`src/rtl/fifo_rd_stream.sv`:
```
// rtl/fifo_rd_stream.sv - FIFO read-side pull-to-stream adapter with 3-entry prefetch buffer
//
// Ports:
//   rclk      read-domain clock
//   rrst      synchronous active-high reset, shared with the read-pointer handler
//   empty     registered empty flag from the read-pointer handler
//   rdata     FIFO memory data, valid the cycle after an accepted read
//   r_en      read request to pointer handler and memory
//   m_valid   stream word available
//   m_data    stream word
//   m_ready   downstream accepts the word
//   rd_count  16-bit delivered-word counter (only with FIFO_RD_STREAM_CNT_EN)
//
// Optional feature macro: FIFO_RD_STREAM_CNT_EN
module fifo_rd_stream #(
    parameter int DATA_WIDTH = 8
) (
    input  logic                  rclk,
    input  logic                  rrst,
    input  logic                  empty,
    input  logic [DATA_WIDTH-1:0] rdata,
    output logic                  r_en,
    output logic                  m_valid,
    output logic [DATA_WIDTH-1:0] m_data,
    input  logic                  m_ready
`ifdef FIFO_RD_STREAM_CNT_EN
    ,
    output logic [15:0]           rd_count
`endif
);

    logic [1:0]            cnt;
    logic                  infl;
    logic [1:0]            wp;
    logic [1:0]            rp;
    logic [DATA_WIDTH-1:0] buf_mem [0:2];

    logic [2:0]            level;
    logic                  pop;
    logic [1:0]            cnt_next;

    function automatic logic [1:0] ptr_inc(input logic [1:0] p);
        return (p == 2'd2) ? 2'd0 : p + 2'd1;
    endfunction

    // Reserve a slot for every word already requested, so the buffer can
    // never overflow and r_en never depends on m_ready.
    assign level   = {1'b0, cnt} + {2'b00, infl};
    assign r_en    = !rrst && !empty && (level < 3'd3);

    assign m_valid = (cnt != 2'd0);
    assign m_data  = buf_mem[rp];
    assign pop     = m_valid && m_ready;

    always_comb begin
        cnt_next = cnt;
        if (infl && !pop) begin
            cnt_next = cnt + 2'd1;
        end else if (!infl && pop) begin
            cnt_next = cnt - 2'd1;
        end
    end

    always_ff @(posedge rclk) begin
        if (rrst) begin
            cnt  <= 2'd0;
            infl <= 1'b0;
            wp   <= 2'd0;
            rp   <= 2'd0;
        end else begin
            cnt  <= cnt_next;
            // r_en already includes !empty, so it is exactly the accepted read.
            infl <= r_en;
            if (infl) begin
                wp <= ptr_inc(wp);
            end
            if (pop) begin
                rp <= ptr_inc(rp);
            end
        end
    end

    // Data storage needs no reset; occupancy is tracked by cnt.
    always_ff @(posedge rclk) begin
        if (!rrst && infl) begin
            buf_mem[wp] <= rdata;
        end
    end

`ifdef FIFO_RD_STREAM_CNT_EN
    always_ff @(posedge rclk) begin
        if (rrst) begin
            rd_count <= 16'd0;
        end else if (pop) begin
            rd_count <= rd_count + 16'd1;
        end
    end
`endif

endmodule
```
`config.mk`:
```
export PLATFORM = sky130hd
export DESIGN_NAME = fifo_rd_stream
export DESIGN_NICKNAME = d
export VERILOG_FILES = /design/src/rtl/fifo_rd_stream.sv
export SDC_FILE = /design/constraint.sdc
export NUM_CORES = 1
export LEC_CHECK = 0
export CAP_MARGIN = 20
export CORE_MARGIN = 2
export CORE_UTILIZATION = 46
export CTS_CLUSTER_SIZE = 14
export DETAILED_ROUTE_END_ITERATION = 10
export PLACE_DENSITY = 0.7
export SLEW_MARGIN = 20
export SYNTH_ARGS = -nofsm -noshare
export SYNTH_HDL_FRONTEND = slang
export SYNTH_SLANG_ARGS = --single-unit
```
`constraint.sdc`:
```
create_clock -name rclk -period 2 [get_ports rclk]
set_clock_uncertainty 0.15 [all_clocks]
set_input_delay 0.4 -clock rclk [delete_from_list [all_inputs] [get_ports rclk]]
set_output_delay 0.4 -clock rclk [all_outputs]
set_load 0.1 [all_outputs]
```
==> impl_summary.md <==
CTS
The clock reaches the later pin of the worst-skew pair after approximately 320 ps. Buffers inserted to repair hold after CTS numbered 0. After clock tree synthesis, the clock-pin slew on the worst setup and hold paths is around 90 ps.

The cell chosen for the clock root is clkbuf_4. In this run, CTS created clock tree buffers numbering 5. The clock sink total is 33. In this run the number of H-tree levels came out at 2.

TritonCTS built the clock tree. The setup fix buffers added after clock tree synthesis is 0. The clock passes through at most 2 buffers.

Timing
Setup repair after global routing could not meet its margin everywhere. The number of slew-limit violations in the final report is 0. The final critical delay including setup and external delays is around 2200 ps. The normalized max-slew margin is approximately three quarters. For this run, the top clock speed supported by timing is roughly 460 MHz. The final number of setup-violating endpoints is 1.

The setup slack after layout is -193 ps. The final count of hold timing violations is 0. For the pin with the worst max-slew slack, the measured transition is roughly 360 ps. The post-route fraction of the period consumed by the critical path is 110%.

Floorplanning
The number of rows in the core area is 19. In this run the standard cell core region covers between 0.002 and 0.003 mm². The overall die area is about 0.0032 mm². From bottom edge to top edge, the die measures around 57 µm. The starting density of the core is around 47%.

The floorplan step set the die width to approximately 57 µm. The number of top-level design ports is 22.

Synthesis
The most common cell in the synthesized netlist is edfxtp_1. By count the netlist is led by edfxtp_1 (24), nand2_1 (11), dfxtp_1 (9), mux2i_1 (9), o21ai_0 (9). The number of instances in the synthesized netlist is between 80 and 90. Sequential cells were found to cover 70.9% of the synthesized design area. Summed over all instances, the cell type with the most area after synthesis is edfxtp_1. Among all flip-flop cells after synthesis, the most frequent one is edfxtp_1. The unique cell type count in the Yosys netlist is 21.

The synthesized net count is between 100 and 150. Counting flops and latches in the post-synthesis netlist gives 33. The number of enable flip-flop cells after synthesis is 24. The share of the synthesized area in the top cell type is a little under three fifths.

During synthesis, Yosys emitted a total of 0 warnings. The cell area that synthesis handed to floorplanning was roughly 0.0013 mm². Sorting the synthesized cells by area gives the leading types as edfxtp_1 (57%), dfxtp_1 (14%), mux2i_1 (7.1%).

The per-instance average area after synthesis is 14.3 µm². After synthesis, the share of flip-flops with an asynchronous set or reset is 0%.

Power
The internal power summed over all cells is approximately 1500 µW. Of the total power, combinational logic draws 45.9%. The power per cell area is ~1300 mW/mm².

Per report_power, the clock group accounts for 18.7% of the total. The worst-case IR drop observed on VDD is about 0.0012 V. The leakage power total is slightly above 0.0006 µW.

Of the total power, the share spent switching nets is approximately 38%. The part of the power in registers is 35.4%. Summed over all nets, the switching power comes to between 900 and 1000 µW.

The overall power consumption is 2420 µW.

Finish
The layout net count is between 100 and 150. Relative to the synthesized area, the layout overhead comes to 41.8%. The repair_antennas step left the layout with diodes totalling 0. The post-layout instance area is 0.00180 mm².

After the flow finishes, the layout carries non-filler instances totaling 153. The share of layout cells above drive strength 1 is between 20% and 30%.

Place
The half-perimeter wire length of the detailed placement result is roughly 1400 µm. Routability-driven placement finished with a final weighted congestion of around 0.64. The port buffer count is 21. The placed instances occupy a cell area of between 0.0015 and 0.002 mm².

Before CTS, the worst setup slack after placement is -11.3 ps. Once placement completed, the tool counted placed cells totaling approximately 150.

Drt
The number of DRC markers in iteration 0 is 16. Once detail routing completed, the nets flagged for antenna violations numbered 0. The average detailed-routed wire length per instance is around 12 µm. For this block, the via count after detailed routing is around 780. The number of search-and-repair iterations in the first detailed-routing pass is 4. Summed over all layers, the routed wires come to 1880 µm. Using the TritonRoute via totals, the vias-per-cell ratio works out to around 5.1.

The detailed-route DRC error count is 0.

Global route
The initial antenna violation count is 0. The total global-route track usage is between 10 and 15%. Global routing finished with a remaining overflow of 0. The number of global-route vias before repair is between 700 and 800.

The first global-routing pass estimated 3230 µm of wire. The largest net degree at the start of global routing is 17.

Setup path
By startpoint and endpoint, the worst setup path is classified as flop to output pin. The nature of the critical path startpoint is a flop. Data arrives at the worst endpoint at roughly 1600 ps. The worst setup path is captured at an output pin. The worst register-to-register path ends at cnt[1]. The required time at the endpoint of the critical path is around 1500 ps. The maximum fanout count along the critical path is 5.

The setup slack of the worst register-to-register path is roughly 410 ps. For the worst flop-to-flop path, the logic depth is 5. The launch instance of the worst register-to-register path is cnt[1].

Status
The flow ran to the end, but the final reports show violations. The final reports fail on negative setup slack.

Hold path
The worst hold path begins at rp[0]. The worst hold path was traced through 2 stages. The min-delay analysis places its worst path in the category flop to flop.

Job
The reported max-cap violation count is 0.
[repair_timing]
| action | CTS | global route |
|---|---|---|
| resized for setup | 3 | 2 |
| hold endpoints to repair | 0 | 0 |
| endpoints found under the setup margin | 1 | 3 |
[stage by stage]
stage	setup TNS, ps	hold WS, ps	util (%)
CTS	-219	337	66.7
global placement	0	315	63.4
floorplan	-3650	304	-
global route	-270	363	67.0
detailed placement	-89.2	317	63.4
finish	-193	339	67.0
[cells in the final DEF (no fill, tap or decap), types with 4 or more instances in the layout]
cell type        instances
nand2_1                 11
clkdlybuf4s50_1         11
o21ai_1                  4
buf_12                  10
dfxtp_1                  7
mux2i_1                  9
buf_4                    7
clkbuf_4                 5
nor2_1                   4
o21ai_2                  5
edfxtp_1                24
[power groups by stage]
stage	Combinational [µW]	Clock [µW]	Sequential, µW
after floorplan	727	0	855
after global placement	1090	0	861
after detailed placement	1100	0	863
after CTS	1110	466	858
after global routing	1160	502	866
final	1110	453	856
[cells by family after synthesis]
| group | share of synthesized area, % |
|---|---|
| mux | 7.98 |
| fa+ha+maj | 2.96 |
| buf+inv | 0.985 |
| simple gates | 8.67 |
| xor+xnor | 1.38 |
| compound gates | 7.09 |
| flops | 70.9 |
[critical path: stages, from the launching register on]
cell	delay, ps
dfxtp_4	380
ha_4	160
ha_4	220
a2111oi_4	340
buf_12	220
[final cells by class]
class	instances	area, µm²
fill	192	886
sequential	33	908
timing repair buffer	28	363
multi-input combinational	53	415
tap	31	38.8
clock inverter	2	33.8
clock buffer	6	41.3
[metal layers]
layer | wire length (µm) | vias up | GRT usage (%)
li1 | - | 399 | -
met1 | 693 | 360 | 14.4
met2 | 1030 | 16 | 24.1
met3 | 108 | 6 | 6.22
met4 | 50 | 0 | 8.16
met5 | 0 | - | 0
[state kept, by name (all words and copies together) (netlist names), named ones only]
signal,flops
wp,2
infl,1
cnt,2
buf_mem,24
rp,2
[how the worst max path moves through the flow]
stage / startpoint / end / slack, ps / cells past startpoint
after global placement: rrst / buf_mem[1][1] / 30 / 4
after detailed placement: rrst / buf_mem[1][1] / -10 / 4
after floorplan: flop / m_data[2] / -490 / 3
after CTS: infl / r_en / -220 / 4
final: cnt[0] / r_en / -190 / 4
after global routing: cnt[0] / r_en / -270 / 4
Power figures use the tool's default switching activity.
